===== src/rtl/ysyx_22050019_ifu.sv =====
// Instruction fetch unit: holds the PC, issues one aligned icache read at a time,
// and hands the selected 32-bit instruction to decode. Back-end redirects are accepted in any non-idle state.
module ysyx_22050019_ifu #(
  parameter int ADDR_WIDTH = 64,
  parameter int DATA_WIDTH = 64,
  parameter int INST_WIDTH = 32,
  parameter logic [ADDR_WIDTH-1:0] RESET_PC = 64'h8000_0000
) (
  input  logic                  clk,
  input  logic                  rst,
  input  logic                  redirect_valid_i,
  input  logic [ADDR_WIDTH-1:0] redirect_pc_i,
  output logic                  ar_valid_o,
  input  logic                  ar_ready_i,
  output logic [ADDR_WIDTH-1:0] ar_addr_o,
  input  logic                  r_data_valid_i,
  output logic                  r_data_ready_o,
  input  logic [1:0]            r_resp_i,
  input  logic [DATA_WIDTH-1:0] r_data_i,
  output logic                  inst_valid_o,
  input  logic                  inst_ready_i,
  output logic [INST_WIDTH-1:0] inst_o,
  output logic [ADDR_WIDTH-1:0] pc_o,
  output logic                  inst_err_o
);

  // state | meaning
  // IDLE  | after reset; waits two edges, then issues the first fetch
  // REQ   | ar_valid_o high, waiting for the icache to accept the address
  // WAIT  | request accepted, r_data_ready_o high, waiting for read data
  // OUT   | instruction presented to decode, held until accepted or squashed
  // DROP  | read in flight was redirected away; swallow its data, then refetch
  typedef enum logic [2:0] {
    S_IDLE,
    S_REQ,
    S_WAIT,
    S_OUT,
    S_DROP
  } state_t;

  state_t                state;
  logic                  armed;
  logic [ADDR_WIDTH-1:0] pc;
  logic [ADDR_WIDTH-1:0] redir_pc;
  logic [ADDR_WIDTH-1:0] hold_or_redir_pc;
  logic [ADDR_WIDTH-1:0] next_or_redir_pc;
  logic                  ar_hs;
  logic                  r_hs;
  logic                  inst_hs;

  function automatic logic [ADDR_WIDTH-1:0] line_addr(input logic [ADDR_WIDTH-1:0] a);
    return {a[ADDR_WIDTH-1:3], 3'b000};
  endfunction

  assign redir_pc         = redirect_pc_i & ~ADDR_WIDTH'(3);
  assign hold_or_redir_pc = redirect_valid_i ? redir_pc : pc;
  assign next_or_redir_pc = redirect_valid_i ? redir_pc : pc + ADDR_WIDTH'(4);
  assign ar_hs            = ar_valid_o & ar_ready_i;
  assign r_hs             = r_data_valid_i & r_data_ready_o;
  assign inst_hs          = inst_valid_o & inst_ready_i;

  always_ff @(posedge clk or negedge rst) begin
    if (!rst) begin
      state          <= S_IDLE;
      armed          <= 1'b0;
      pc             <= RESET_PC;
      ar_valid_o     <= 1'b0;
      ar_addr_o      <= '0;
      r_data_ready_o <= 1'b0;
      inst_valid_o   <= 1'b0;
      inst_o         <= '0;
      pc_o           <= '0;
      inst_err_o     <= 1'b0;
    end else begin
      case (state)
        S_IDLE: begin
          if (!armed) begin
            armed <= 1'b1;
          end else begin
            state      <= S_REQ;
            ar_valid_o <= 1'b1;
            ar_addr_o  <= line_addr(pc);
          end
        end

        S_REQ: begin
          if (ar_hs) begin
            ar_valid_o     <= 1'b0;
            r_data_ready_o <= 1'b1;
            if (redirect_valid_i) begin
              pc    <= redir_pc;
              state <= S_DROP;
            end else begin
              state <= S_WAIT;
            end
          end else if (redirect_valid_i) begin
            // icache only samples the address on handshake, so retarget in place
            pc        <= redir_pc;
            ar_addr_o <= line_addr(redir_pc);
          end
        end

        S_WAIT: begin
          if (r_hs) begin
            r_data_ready_o <= 1'b0;
            if (redirect_valid_i) begin
              pc         <= redir_pc;
              ar_valid_o <= 1'b1;
              ar_addr_o  <= line_addr(redir_pc);
              state      <= S_REQ;
            end else begin
              inst_o       <= pc[2] ? r_data_i[INST_WIDTH +: INST_WIDTH]
                                    : r_data_i[0 +: INST_WIDTH];
              pc_o         <= pc;
              inst_err_o   <= |r_resp_i;
              inst_valid_o <= 1'b1;
              state        <= S_OUT;
            end
          end else if (redirect_valid_i) begin
            pc    <= redir_pc;
            state <= S_DROP;
          end
        end

        S_DROP: begin
          if (redirect_valid_i) pc <= redir_pc;
          if (r_hs) begin
            r_data_ready_o <= 1'b0;
            ar_valid_o     <= 1'b1;
            ar_addr_o      <= line_addr(hold_or_redir_pc);
            state          <= S_REQ;
          end
        end

        S_OUT: begin
          // redirect wins over pc+4 whether or not decode took the instruction
          if (inst_hs || redirect_valid_i) begin
            inst_valid_o <= 1'b0;
            pc           <= next_or_redir_pc;
            ar_valid_o   <= 1'b1;
            ar_addr_o    <= line_addr(next_or_redir_pc);
            state        <= S_REQ;
          end
        end

        default: begin
          state          <= S_IDLE;
          armed          <= 1'b0;
          ar_valid_o     <= 1'b0;
          r_data_ready_o <= 1'b0;
          inst_valid_o   <= 1'b0;
        end
      endcase
    end
  end

endmodule


===== config.mk =====
export PLATFORM = sky130hd
export DESIGN_NAME = ysyx_22050019_ifu
export DESIGN_NICKNAME = d
export VERILOG_FILES = /design/src/rtl/ysyx_22050019_ifu.sv
export SDC_FILE = /design/constraint.sdc
export NUM_CORES = 1
export LEC_CHECK = 0
export BUFFER_PORTS_ARGS = -buffer_cell sky130_fd_sc_hd__buf_4
export CAP_MARGIN = 40
export CORE_ASPECT_RATIO = 1.4
export CORE_MARGIN = 1.5
export CORE_UTILIZATION = 25
export CTS_BUF_LIST = sky130_fd_sc_hd__clkbuf_2 sky130_fd_sc_hd__clkbuf_4 sky130_fd_sc_hd__clkbuf_8
export DETAILED_ROUTE_END_ITERATION = 12
export PLACE_DENSITY = 0.49
export SKIP_LAST_GASP = 1
export SLEW_MARGIN = 20
export SYNTH_ARGS = -nofsm -noshare
export SYNTH_HDL_FRONTEND = slang
export SYNTH_SLANG_ARGS = --single-unit

===== constraint.sdc =====
create_clock -name clk -period 2.7 [get_ports clk]
set_input_delay 0 -clock clk [delete_from_list [all_inputs] [get_ports clk]]
set_output_delay 0 -clock clk [all_outputs]
set_load 0.02 [all_outputs]

## Word level (Yosys, flattened, before mapping)

Cells that the tools add are included.

- Add/subtract/negate cells: 1
- Equality and inequality tests: 15
- Multiplexer cells: 36
- Bitwise logic cells: 6
- Reductions and logical operators: 18

Operators with widths:

| operator | number |
|---|---|
| $mux W64 | 9 |
| $pmux W64 S5 | 1 |
| $pmux W64 S2 | 1 |
| $add A64 B3 Y64 const B | 1 |
| $mux W32 | 1 |
| $mux W3 | 7 |
| $ne A2 B2 Y1 const B | 8 |
| $pmux W3 S5 | 1 |
| $reduce_and A6 Y1 | 2 |
| $mux W1 | 11 |
| $reduce_and A3 Y1 | 3 |
| $eq A3 B2 Y1 const B | 2 |
| $pmux W1 S3 | 2 |
| $reduce_or A2 Y1 | 3 |
| $reduce_or A3 Y1 | 2 |
| $pmux W1 S5 | 1 |
| $reduce_and A5 Y1 | 1 |
| $reduce_bool A5 Y1 | 1 |
| $ne A2 B1 Y1 const B | 2 |
| $reduce_and A4 Y1 | 1 |
| $reduce_or A4 Y1 | 1 |
| $and A1 B1 Y1 | 3 |
| $eq A3 B1 Y1 const B | 1 |
| $eq A3 B3 Y1 const B | 1 |
| other kinds (8) | 10 |

- Flip-flop bits (word level): 232
- Input bits: 136
- Output and inout bits: 164
- Word-level logic and storage cells: 87

## Depth between registers and ports, before layout

- Depth after elaboration: 4
- Depth in mapped cells: 10

## Worst setup path after synthesis

Ideal clock, no wire load.

- Kind: reg-to-reg
- From: register pc[3]
- To: register ar_addr_o[46]
- Arrival time: 2.313 ns
- Required time: 2.559 ns
- Setup slack: 0.246 ns
- Stages on the path, launching flop included: 8
- Path buffers: 0
- Cell sequence: dfrtp_1 -> ha_1 -> nand3_2 -> or4_4 -> nor4_2 -> mux2_2 -> o21ai_0 -> a31oi_1

- Longest elaborated chain between the ends: 4

Ends and longest elaborated chain:

| element | RTL line | text |
|---|---|---|
| from (decl) | 43 | `logic [ADDR_WIDTH-1:0] pc;` |
| from (signal assigned) | 91 | `pc <= redir_pc;` |
| from (signal assigned) | 98 | `pc <= redir_pc;` |
| from (signal assigned) | 107 | `pc <= redir_pc;` |
| $add A64 B3 Y64 | 57 | `assign next_or_redir_pc = redirect_valid_i ? redir_pc : pc + ADDR_WIDTH'(4);` |
| $mux W64 | 57 |  |
| $mux W64 | 137 | `if (inst_hs \|\| redirect_valid_i) begin` |
| $pmux W64 S5 | 75 | `case (state)` |
| to (signal assigned) | 82 | `ar_addr_o <= line_addr(pc);` |
| to (signal assigned) | 130 | `ar_addr_o <= line_addr(hold_or_redir_pc);` |
| to (signal assigned) | 141 | `ar_addr_o <= line_addr(next_or_redir_pc);` |
| to (decl) | 15 | `output logic [ADDR_WIDTH-1:0] ar_addr_o,` |

Every way passes these cells. The select of a mux whose other input is x is not followed.
A chain may end at the register's enable or synchronous reset.

## Worst setup path after layout

- From: register state[1]
- To: register pc[42]

- Longest elaborated chain between the ends: 4
- Elaborated cells between the ends (all ways): 9

Ends and longest elaborated chain:

| element | RTL line | text |
|---|---|---|
| from (decl) | 41 | `state_t state;` |
| from (signal assigned) | 64 | `state <= S_IDLE;` |
| from (signal assigned) | 80 | `state <= S_REQ;` |
| from (signal assigned) | 92 | `state <= S_DROP;` |
| $eq A3 B3 Y1 (tied with other cells) | 75 |  |
| $reduce_or A3 Y1 (no line) | -- |  |
| $reduce_bool A2 Y1 (no line) | -- |  |
| $reduce_and A2 Y1 (no line) | -- |  |

Parallel ways exist; a longest one is shown, timed or not.

==> impl_results.md <==
* Leading cell type in the layout, fill and taps excluded: buf_4
* Synth Area in XOR/XNOR at 1.993%
* Tmin final at 2.577 ns
* Synth-to-Final Area Change at 40.70%
* Worst-path clk slew at 0.07 ns
* Detailed Place HPWL at 51660 microns
* Distinct cells, synth at 78
* Final cell count without fillers at 3149
* Initial Utilization at 25.26%
* Crit path launch type: flop
* Initial antenna violation count at 4
* Hold Fails Final Rpt at 0
* Worst path slowest cell: a21oi_1
* Register area at 5638 sq um
* Switching Share at 47.91%
* Avg Inst Size Synth at 8.280 sq um
* Combinational power share at 60.9%
* Drt wl/cell at 23.38 microns
* Flop pwr share at 23.9%
* Global-route wire length before repair at 108600 microns
* CTS root buf: clkbuf_8
* Internal power at 14100 uW
* CTS tree: yes
* Tcrit/Tclk final at 95.43%
* Fill count at 6317
* Status: completed
* Vias in the first global route at 16910
* Setup crit end kind: flop
* Fin Setup TNS at 0 ns
* Min Hold Slack at 0.1658 ns
* Starting DRT DRC Count at 1326
* Synth Area in Compound Gates at 26.40%
* Mapped Cells at 1858
* Switching pwr at 12970 uW
* Clock buffer count from CTS at 43
* Die area at 63060 sq um
* Die Wd at 212.7 microns
* Lkg Pwr at 0.009151 uW
* RSZ-0062 raised after global routing: true
* Min-delay worst type: input pin to flop
* CP arrival at 3.12 ns
* Mapped Area at 15380 sq um
* GPL Wtd Cong at 0.9605
* Fraction of layout cells with a size suffix above 1 at 28.37%
* PD cells at 1250 nW/um^2
* # Post-CTS Setup Buffers at 0
* Sequential share of the synthesized area at 36.61%
* Worst slew pin tran at 0.7221 ns
* Site Rows at 107
* Remaining Overflow, GRT at 0
* Clk_lat worst skew at 0.64 ns
* Yosys reg bits at 225
* Post-synthesis simple-gate area fraction at 17.74%
* Longest Clk Path Bufs at 3
* WP data required at 3.25 ns
* Num ports at 300
* Die height at 296.5 microns
* Worst path max stage delay at 0.57 ns
* Slew Limit Headroom at 51.86%
* Mux cell area share after synthesis at 9.938%
* DRC Markers at 0
* DRT Pass-1 Iters at 6
* GRT Util Overall at 22.87%
* Port-buffer cells at 292
* Antenna-violating nets left at 0
* Critical Path Fanout Max at 12
* H-tree lvl count at 2
* Core ar. at 60910 sq um
* Final Skew at 0.02671 ns
* Syn. warnings at 0
* Post-synth ARST share at 100.0%
* Final-report max-slew violation count at 0
* Fin nets at 2437
* Area of the multi-input gates at 8807 sq um
* Drt total wl at 73630 microns
* Num Clock Sinks at 225
* Crit-path cells: o21ai_0 > o211ai_1 > buf_4 > a21oi_1 > o22ai_1 > a31oi_1
* Fmax at 388.1 MHz
* Post-synth EDFFs at 0
* Largest net degree at the start of global routing at 98
* DR vias/cell at 5.464
* Maximum capacitance violations at 0
* Clock share of power at 15.1%
* Cells after DPL at 2937
* Max VDD drop at 0.4953 mV
* Adder-cell share of the synthesized area at 0.7970%
* Top_reg_cell synth: dfrtp_1
* Via count at 17210
* Worst setup path category: flop to flop
* Largest family of logic cells by synthesized area: compound AO/OA/AOI/OAI gates
* Endpoints failing setup at 0
* Commonest cells after routing, fill and taps aside: buf_4 (459), dfrtp_1 (221), nor2_1 (176)
-- logic make-up after synthesis --
kind of cell | Yosys count
other | 1
xor gates and xnor gates | 35
DFF | 225
muxes | 143
buffers and inverters | 246
and+or+nand+nor | 555
AOI/OAI and AO/OA | 641
adders and majority gates | 12
-- power groups by stage --
stage	logic [uW]	registers, uW	clock network (uW)
2_1_floorplan	8660	7130	0
3_3_place_gp	15800	6500	0
3_5_place_dp	16100	6520	0
4_1_cts	16500	6480	4250
5_1_grt	17800	6680	4380
6_report	16500	6480	4100
-- cells in the mapped netlist (all sizes together), types with 4 or more instances --
library cell  number  share of area (%)
a211o              8               0.46
a211oi             6               0.29
a21oi            174                5.7
a221o              7               0.46
a221oi            19                1.1
a22o               6               0.34
a22oi             37                1.8
a31o               5               0.28
a31oi             47                1.9
a32oi              7               0.40
a41o               4               0.26
a41oi              5               0.28
and2              12               0.49
and3              25                1.0
and4              10               0.57
buf               66                2.1
clkbuf           146                3.6
dfrtp            224                 36
inv               34               0.83
maj3              11               0.72
mux2              78                5.7
mux2i             65                4.2
nand2            119                2.9
nand2b             5               0.20
nand3             55                1.8
nand4             34                1.4
nor2             178                4.3
nor2b              8               0.33
nor3              43                1.6
nor4              19               0.98
o211ai             8               0.39
o21a              14               0.68
o21ai            154                5.0
o221ai             5               0.28
o22a              12               0.68
o22ai             54                2.2
o2bb2ai           17               0.97
o311ai             9               0.51
o31ai              7               0.34
o41ai             10               0.57
or2                4               0.16
or3               33                1.3
xnor2             27                1.5
xor2               8               0.46
-- worst paths after layout --
check / to / startpoint / slack, ns / depth (start not counted)
setup / recovery: pc[42] / state[1] / 0.12 / 6
hold / removal: state[1] / inst_ready_i / 0.17 / 4
setup reg to reg: pc[42] / state[1] / 0.12 / 6
hold reg to reg: ar_addr_o[55] / ar_addr_o[55] / 0.49 / 2
max in group asynchronous: pc_o[47] / rst / 1.69 / 4
min in group asynchronous: ar_addr_o[62] / rst / 0.55 / 4
-- flip-flops by register name (all words and copies together), names as in the netlist --
name and flops:
ar_addr_o 61, ar_valid_o 1, armed 1, inst_err_o 1, inst_o 32, inst_valid_o 1
pc 62, pc_o 62, r_data_ready_o 1, state 3
-- final cells by class --
| type | instances | share of cell area, % |
|---|---|---|
| Antenna cell | 2 | 0.02312 |
| Tap cell | 817 | 4.723 |
| Clock inverter | 7 | 0.5723 |
| Clock buffer | 68 | 4.121 |
| Timing Repair Buffer | 605 | 23.24 |
| Inverter | 34 | 0.5896 |
| Sequential cell | 225 | 26.05 |
| Multi-Input combinational cell | 1391 | 40.69 |
-- critical path: cells and delay by family, from the launching register on --
| family | cells | cell delay [ns] |
|---|---|---|
| AO/OA/AOI/OAI | 5 | 1.69 |
| flip-flops | 1 | 0.52 |
| buffers and inverters | 1 | 0.30 |
-- layer usage --
layer / vias to the layer above / track usage [%] / share of wire [%]
met5: - / 0 / 0.046
li1: 7790 / - / -
met2: 770 / 39.26 / 50
met3: 194 / 3.452 / 6.1
met4: 6 / 12.04 / 5.3
met1: 8446 / 27.48 / 39
-- through the flow --
stage	setup WS, ns	power [uW]	cell area [sq um]	util (%)
2_1_floorplan	0.2458	15790	15400	-
4_1_cts	0.01650	27210	21640	35.52
3_5_place_dp	0.1033	22590	19250	31.60
3_3_place_gp	0.1026	22310	19250	31.60
5_1_grt	-0.02006	28820	21640	35.53
6_report	0.1234	27070	21650	35.53
-- repair_timing --
| action | 4_1_cts | 5_1_grt |
|---|---|---|
| resized for setup | 0 | 1 |
| endpoints found under the setup margin | 0 | 1 |
| hold endpoints to repair | 382 | 0 |
| hold buffers | 135 | 0 |
(Power assumes the default switching activity.)
